### src/rtl/computer_8bit.sv
// SAP-1 style 8-bit computer: 16x8 RAM, A/B/OUT registers, carry/zero flags.
// Every instruction runs five micro-steps; the built-in program counts OUT 0..255, then halts.
module computer_8bit (
   input  logic        CLOCK_50,
   input  logic [3:0]  KEY,
   output logic [17:0] LEDR,
   output logic [8:0]  LEDG
);

   typedef enum logic [2:0] {T0 = 3'd0, T1 = 3'd1, T2 = 3'd2, T3 = 3'd3, T4 = 3'd4} step_t;

   logic       rst;
   logic       unused_keys;
   step_t      step_reg, step_next;
   logic [3:0] pc_reg, mar_reg;
   logic [7:0] ir_reg, a_reg, b_reg, out_reg;
   logic       c_reg, z_reg, halt_reg;
   logic [7:0] mem [16];

   logic [3:0] op, n;
   logic [7:0] ram_data, b_operand;
   logic [8:0] alu_sum;

   logic mar_from_pc, ir_load, pc_inc, mar_from_n, a_from_ram, b_from_ram;
   logic alu_to_a, alu_sub, ram_write, a_from_imm, pc_jump, out_load, halt_set;

   assign rst         = KEY[0];
   assign unused_keys = ^KEY[3:1];
   assign op          = ir_reg[7:4];
   assign n           = ir_reg[3:0];
   assign ram_data    = mem[mar_reg];

   // The reset image doubles as the program ROM.
   function automatic logic [7:0] image_byte(input logic [3:0] addr);
      case (addr)
         4'd0:    image_byte = 8'h50;
         4'd1:    image_byte = 8'hE0;
         4'd2:    image_byte = 8'h2F;
         4'd3:    image_byte = 8'h75;
         4'd4:    image_byte = 8'h61;
         4'd5:    image_byte = 8'hF0;
         4'd15:   image_byte = 8'h01;
         default: image_byte = 8'h00;
      endcase
   endfunction

   always_ff @(posedge CLOCK_50 or posedge rst) begin
      if (rst) begin
         step_reg <= T0;
      end else if (!halt_reg) begin
         step_reg <= step_next;
      end
   end

   always_comb begin
      step_next = T0;
      case (step_reg)
         T0:      step_next = T1;
         T1:      step_next = T2;
         T2:      step_next = T3;
         T3:      step_next = T4;
         default: step_next = T0;
      endcase
   end

   always_comb begin
      mar_from_pc = 1'b0;
      ir_load     = 1'b0;
      pc_inc      = 1'b0;
      mar_from_n  = 1'b0;
      a_from_ram  = 1'b0;
      b_from_ram  = 1'b0;
      alu_to_a    = 1'b0;
      alu_sub     = 1'b0;
      ram_write   = 1'b0;
      a_from_imm  = 1'b0;
      pc_jump     = 1'b0;
      out_load    = 1'b0;
      halt_set    = 1'b0;
      case (step_reg)
         T0: mar_from_pc = 1'b1;
         T1: begin
            ir_load = 1'b1;
            pc_inc  = 1'b1;
         end
         T2: begin
            case (op)
               4'h1, 4'h2, 4'h3, 4'h4: mar_from_n = 1'b1;
               4'h5:    a_from_imm = 1'b1;
               4'h6:    pc_jump    = 1'b1;
               4'h7:    pc_jump    = c_reg;
               4'h8:    pc_jump    = z_reg;
               4'hE:    out_load   = 1'b1;
               4'hF:    halt_set   = 1'b1;
               default: ;
            endcase
         end
         T3: begin
            case (op)
               4'h1:       a_from_ram = 1'b1;
               4'h2, 4'h3: b_from_ram = 1'b1;
               4'h4:       ram_write  = 1'b1;
               default:    ;
            endcase
         end
         T4: begin
            alu_to_a = (op == 4'h2) || (op == 4'h3);
            alu_sub  = (op == 4'h3);
         end
         default: ;
      endcase
   end

   // Subtraction is A + ~B + 1, so carry-out set means "no borrow".
   assign b_operand = alu_sub ? ~b_reg : b_reg;
   assign alu_sum   = {1'b0, a_reg} + {1'b0, b_operand} + {8'd0, alu_sub};

   always_ff @(posedge CLOCK_50 or posedge rst) begin
      if (rst) begin
         pc_reg   <= 4'd0;
         mar_reg  <= 4'd0;
         ir_reg   <= 8'd0;
         a_reg    <= 8'd0;
         b_reg    <= 8'd0;
         out_reg  <= 8'd0;
         c_reg    <= 1'b0;
         z_reg    <= 1'b0;
         halt_reg <= 1'b0;
         for (int i = 0; i < 16; i++) mem[i] <= image_byte(4'(i));
      end else if (!halt_reg) begin
         if (mar_from_pc) mar_reg <= pc_reg;
         if (mar_from_n)  mar_reg <= n;
         if (ir_load)     ir_reg  <= ram_data;
         if (pc_inc)      pc_reg  <= pc_reg + 4'd1;
         if (pc_jump)     pc_reg  <= n;
         if (a_from_ram)  a_reg   <= ram_data;
         if (a_from_imm)  a_reg   <= {4'h0, n};
         if (b_from_ram)  b_reg   <= ram_data;
         if (out_load)    out_reg <= a_reg;
         if (ram_write)   mem[mar_reg] <= a_reg;
         if (halt_set)    halt_reg <= 1'b1;
         if (alu_to_a) begin
            a_reg <= alu_sum[7:0];
            c_reg <= alu_sum[8];
            z_reg <= (alu_sum[7:0] == 8'd0);
         end
      end
   end

   assign LEDR = {z_reg, c_reg, a_reg, out_reg};
   assign LEDG = {halt_reg, 1'b0, step_reg, pc_reg};

endmodule

### config.mk
export PLATFORM = sky130hd
export DESIGN_NAME = computer_8bit
export DESIGN_NICKNAME = d
export VERILOG_FILES = /design/src/rtl/computer_8bit.sv
export SDC_FILE = /design/constraint.sdc
export NUM_CORES = 1
export LEC_CHECK = 0
export CORE_MARGIN = 2
export CORE_UTILIZATION = 40
export CTS_CLUSTER_DIAMETER = 120
export DETAILED_ROUTE_END_ITERATION = 16
export HOLD_SLACK_MARGIN = 0.05
export PLACE_DENSITY = 0.65
export SETUP_SLACK_MARGIN = 0.3
export SYNTH_ARGS = -nofsm -noshare
export SYNTH_HDL_FRONTEND = slang
export SYNTH_SLANG_ARGS = --single-unit
### constraint.sdc
create_clock -name CLOCK_50 -period 9.05 [get_ports CLOCK_50]
set_input_delay 2.715 -clock CLOCK_50 [delete_from_list [all_inputs] [get_ports CLOCK_50]]
set_output_delay 2.715 -clock CLOCK_50 [all_outputs]
set_load 0.01 [all_outputs]
Yosys cells after proc, flatten, opt, wreduce, memory -nomap -nowiden. Index checks and enable logic that the tools add are counted.

Register bits after elaboration: 174. Bits of input ports: 5. Output and inout port bits: 27. Logic and storage cells: 102.

Add/sub/neg operators: 3. Order comparisons: 2. Equal/unequal tests: 14. Mux-type cells: 37. Bitwise logic cells: 3. Reductions and logical operators: 17.

Operator list (count): bitwise mux 128 bit (1); 2-to-1 mux 8 bit (7); binary-select mux 8 bit (select 4 bit) (1); demux 8 bit (select 4 bit) (1); 2-to-1 mux 1 bit (21); == test 4 x 3 -> 1 bit (second input constant) (4); 2-to-1 mux 4 bit (4); AND reduction 2 bit (8); == test 4 bit (second input constant) (3); case mux 3 bit (4 select lines) (1); adder 8 x 8 -> 9 bit (1); adder 9 x 1 -> 9 bit (1); == test 4 x 2 -> 1 bit (second input constant) (2); logical NOT 8 bit (1); inverter 8 bit (1); == test 3 x 2 -> 1 bit (second input constant) (2); >= comparator 5 bit (second input constant) (1); less-than comparator 5 x 1 -> 1 bit (second input constant) (1); inverter 4 -> 5 bit (1); adder 4 x 1 -> 4 bit (second input constant) (1); == test 4 x 1 -> 1 bit (second input constant) (1); nonzero test 2 bit (2); OR reduction 4 bit (1); == test 3 x 1 -> 1 bit (second input constant) (1); 8 further kinds (8).

Depth between registers and ports, before layout.
Depth after elaboration: 7. Depth in mapped cells: 11. Gate-level depth less buffers: 10.

Worst setup path after synthesis. Ideal clock, no wire load.

Path kind: register -> output. From: reg halt_reg. To: out LEDG[8]. Arrival time: 556 ps. Required time: 6335 ps. Slack: 5779 ps. Stages on the path, launching flop included: 2. Path buffers: 1. Cell sequence: dfrtp_1 -> buf_4.

RTL lines: from (decl) (line 17) `logic c_reg, z_reg, halt_reg;`; from (signal assigned) (line 128) `halt_reg <= 1'b0;`; from (signal assigned) (line 141) `if (halt_set) halt_reg <= 1'b1;`; to (decl) (line 7) `output logic [8:0] LEDG`.

No word-level cell between the ends.

Worst setup path after layout.
From: reg a_reg[0]. To: out LEDR[8].

RTL lines: from (decl) (line 16) `logic [7:0] ir_reg, a_reg, b_reg, out_reg;`; from (signal assigned) (line 136) `if (a_from_ram) a_reg <= ram_data;`; from (signal assigned) (line 137) `if (a_from_imm) a_reg <= {4'h0, n};`; from (signal assigned) (line 143) `a_reg <= alu_sum[7:0];`; to (decl) (line 6) `output logic [17:0] LEDR,`.

No word-level cell between the ends.

==> impl_metrics.toml <==
[finish]
multi_input_area_um2 = 4080
n_fill_cell = 1924
top_register = "mem"
diodes = 0
largest_reg_flops = 128
layout.nets = 669
seqCellArea_um2 = 4380
fin_cells = 946
synthToLayoutAreaGrowth_pct = 12.1
final_cell_mix = "dfrtp_1, mux2_2, mux4_2, nand2_1, clkdlybuf4s50_1"
final_core_util_pct = 45.2
final_common_cell = "dfrtp_1"
layout-drive-gt1-share_pct = 40.4

[clock_tree]
clockBufferDepth = 2
clock-sinks = 174
post_cts_resized = 0
cts_root_buf = "clkbuf_16"
clk_pin_slew_ns = 0.07
insertion_delay_ns = 0.44
htreeDepth = 4
ctsHoldBuffers = 0
cts_buffers = 17
cts_tree = "yes"
post_cts_buffers = 0

[timing]
worst_slew_pin_slew_ns = 1.05
finalCritPeriodShare_pct = 51.4
fin_skew_ns = 0.0137
max_freq_ghz = 0.215
report.final.hold_viol_count = 0
drv_slew = 0
max_slew_margin_pct = 30.0
setup_viol = 0
rsz0062_at_grt = "false"
fin_crit_ns = 4.65
fin_ws_ns = 4.40
tns_ns = 0

[route]
drt-wirelength-per-cell_um = 21.1
vias_per_cell = 5.64
totalWireLength_um = 20000
remaining_drc_errors = 0
drt_iter0_drc = 278
firstDrtPassIters = 4
postRouteAntennaNets = 0
vias = 5337

[power]
power_frac_clock_pct = 48.1
p_switching_mw = 0.340
p_seq_share_pct = 50.8
p_comb_share_pct = 1.0
p_leak_nw = 4.46
power_density_nw_per_um2 = 156
peakVddDrop_v = 0.000128
p_int_mw = 1.19
switching_share_pct = 22.2

[outcome]
status = "complete, no violations"

[synthesis]
synth_nets = 657
synthCells = 641
synth.distinct_cells = 72
synthFlopType = "dfrtp_1"
async_flop_share_pct = 100
synth_top_area_share_pct = 43.3
avgSynthCellArea_um2 = 13.6
synth-seq-cells = 174
synth_edf_count = 0
ys_top_cells_by_area = "dfrtp_1, mux2_2, mux4_2"
synth_area_um2 = 8720
synth_top_cell_by_area = "dfrtp_1"
ys_seq_area_share_pct = 50.3
yosysWarnings = 0

[grt]
grt_max_degree = 114
grt_usage_pct = 18.7
antenna_found_initial = 0
grt-ovfl-total = 0
grt_pass1_wl_um = 32000
grt_pass1_vias = 5647

[setup_path]
path_buf_inv = 1
critPathCaptureType = "primary output"
critical-path-top-delay-family = "flip-flops"
crit_chain = "clkdlybuf4s50_1"
worstPathMaxFanout = 22
cp_slowest_cell = "dfrtp_1"
max_stage_delay_ns = 0.83
path_class = "reg2out"
worstPathArrival_ns = 1.94
crit_required_ns = 6.34
start_kind = "flip-flop"

[die]
dieWidth_um = 152
chipHeight_um = 152
dieArea_um2 = 23000
rows = 54
core-area_um2 = 21600
ioPinCount = 32
initial_core_util_pct = 40.3

[worst_hold_path]
hold_class = "reg2reg"

[placement]
dp_hpwl_um = 13200
finalWeightedCongestion = 0.868
place_worst_setup_slack_ns = 4.23
port_buffers = 27
dp_cells = 914

[job]
maxCapViolCount = 0
## synth_stat cells (4+ instances only)
library cell	number
a21o_1	4
a21oi_1	13
a31oi_1	4
and3_1	5
and4b_1	4
buf_2	10
buf_4	6
clkbuf_1	19
dfrtp_1	151
dfstp_2	23
ha_1	10
inv_1	11
mux2_2	138
mux2_4	8
mux2i_1	11
mux4_2	35
nand2_1	33
nand2b_1	5
nand3_1	12
nor2_1	15
nor2_2	6
nor2b_1	6
nor3_1	6
o21a_1	5
o21ai_0	20
xnor2_1	8
xor2_1	4
## power groups by stage
| stage | logic, mW | registers (mW) | clock network [mW] |
|---|---|---|---|
| after floorplan | 0.0117 | 0.792 | 0 |
| after global placement | 0.0158 | 0.792 | 0 |
| after detailed placement | 0.0169 | 0.792 | 0 |
| after CTS | 0.0170 | 0.778 | 0.749 |
| after global routing | 0.0191 | 0.777 | 0.786 |
| final | 0.0157 | 0.778 | 0.736 |
## metal layers
layer / part of all wire, % / up-vias / GRT usage, %
met5: 0 / - / 0
met4: 2.3 / 0 / 6.53
met3: 3.9 / 31 / 3.95
met2: 48 / 118 / 29.9
met1: 45 / 2802 / 25.4
li1: - / 2386 / -
## per-stage QoR
step	power (mW)	cell area [µm²]	hold slack (ns)
final	1.53	9780	0.480
after global placement	0.808	9190	0.462
after global routing	1.58	9780	0.504
after floorplan	0.804	8720	0.453
after CTS	1.54	9780	0.487
after detailed placement	0.809	9190	0.471
## cells by family after synthesis
kind of cell | synth area share [%]
xor+xnor | 1.21
flops | 50.3
fa+ha+maj | 1.66
other cells | 0.0430
mux | 29.8
buf+inv | 2.91
simple gates | 8.48
compound gates | 5.68
## final cells by class
class | instances | area share [%]
Sequential cell | 174 | 44.8
Multi-Input combinational cell | 415 | 41.8
Clock buffer | 18 | 4.39
Tap cell | 280 | 3.58
Timing Repair Buffer | 34 | 3.30
Clock inverter | 14 | 1.64
Inverter | 11 | 0.474
## final timing paths
| check | from | to | slack [ns] | cells after the start |
|---|---|---|---|---|
| max in group asynchronous | KEY[0] | mem[127] | 4.78 | 3 |
| setup / recovery | a_reg[0] | LEDR[8] | 4.40 | 1 |
| hold / removal | out_reg[0] | out_reg[0] | 0.48 | 2 |
| min in group asynchronous | KEY[0] | c_reg | 2.86 | 2 |
| hold reg to reg | out_reg[0] | out_reg[0] | 0.48 | 2 |
| setup reg to reg | step_reg[0] | a_reg[6] | 5.45 | 10 |
(Power assumes the default switching activity.)
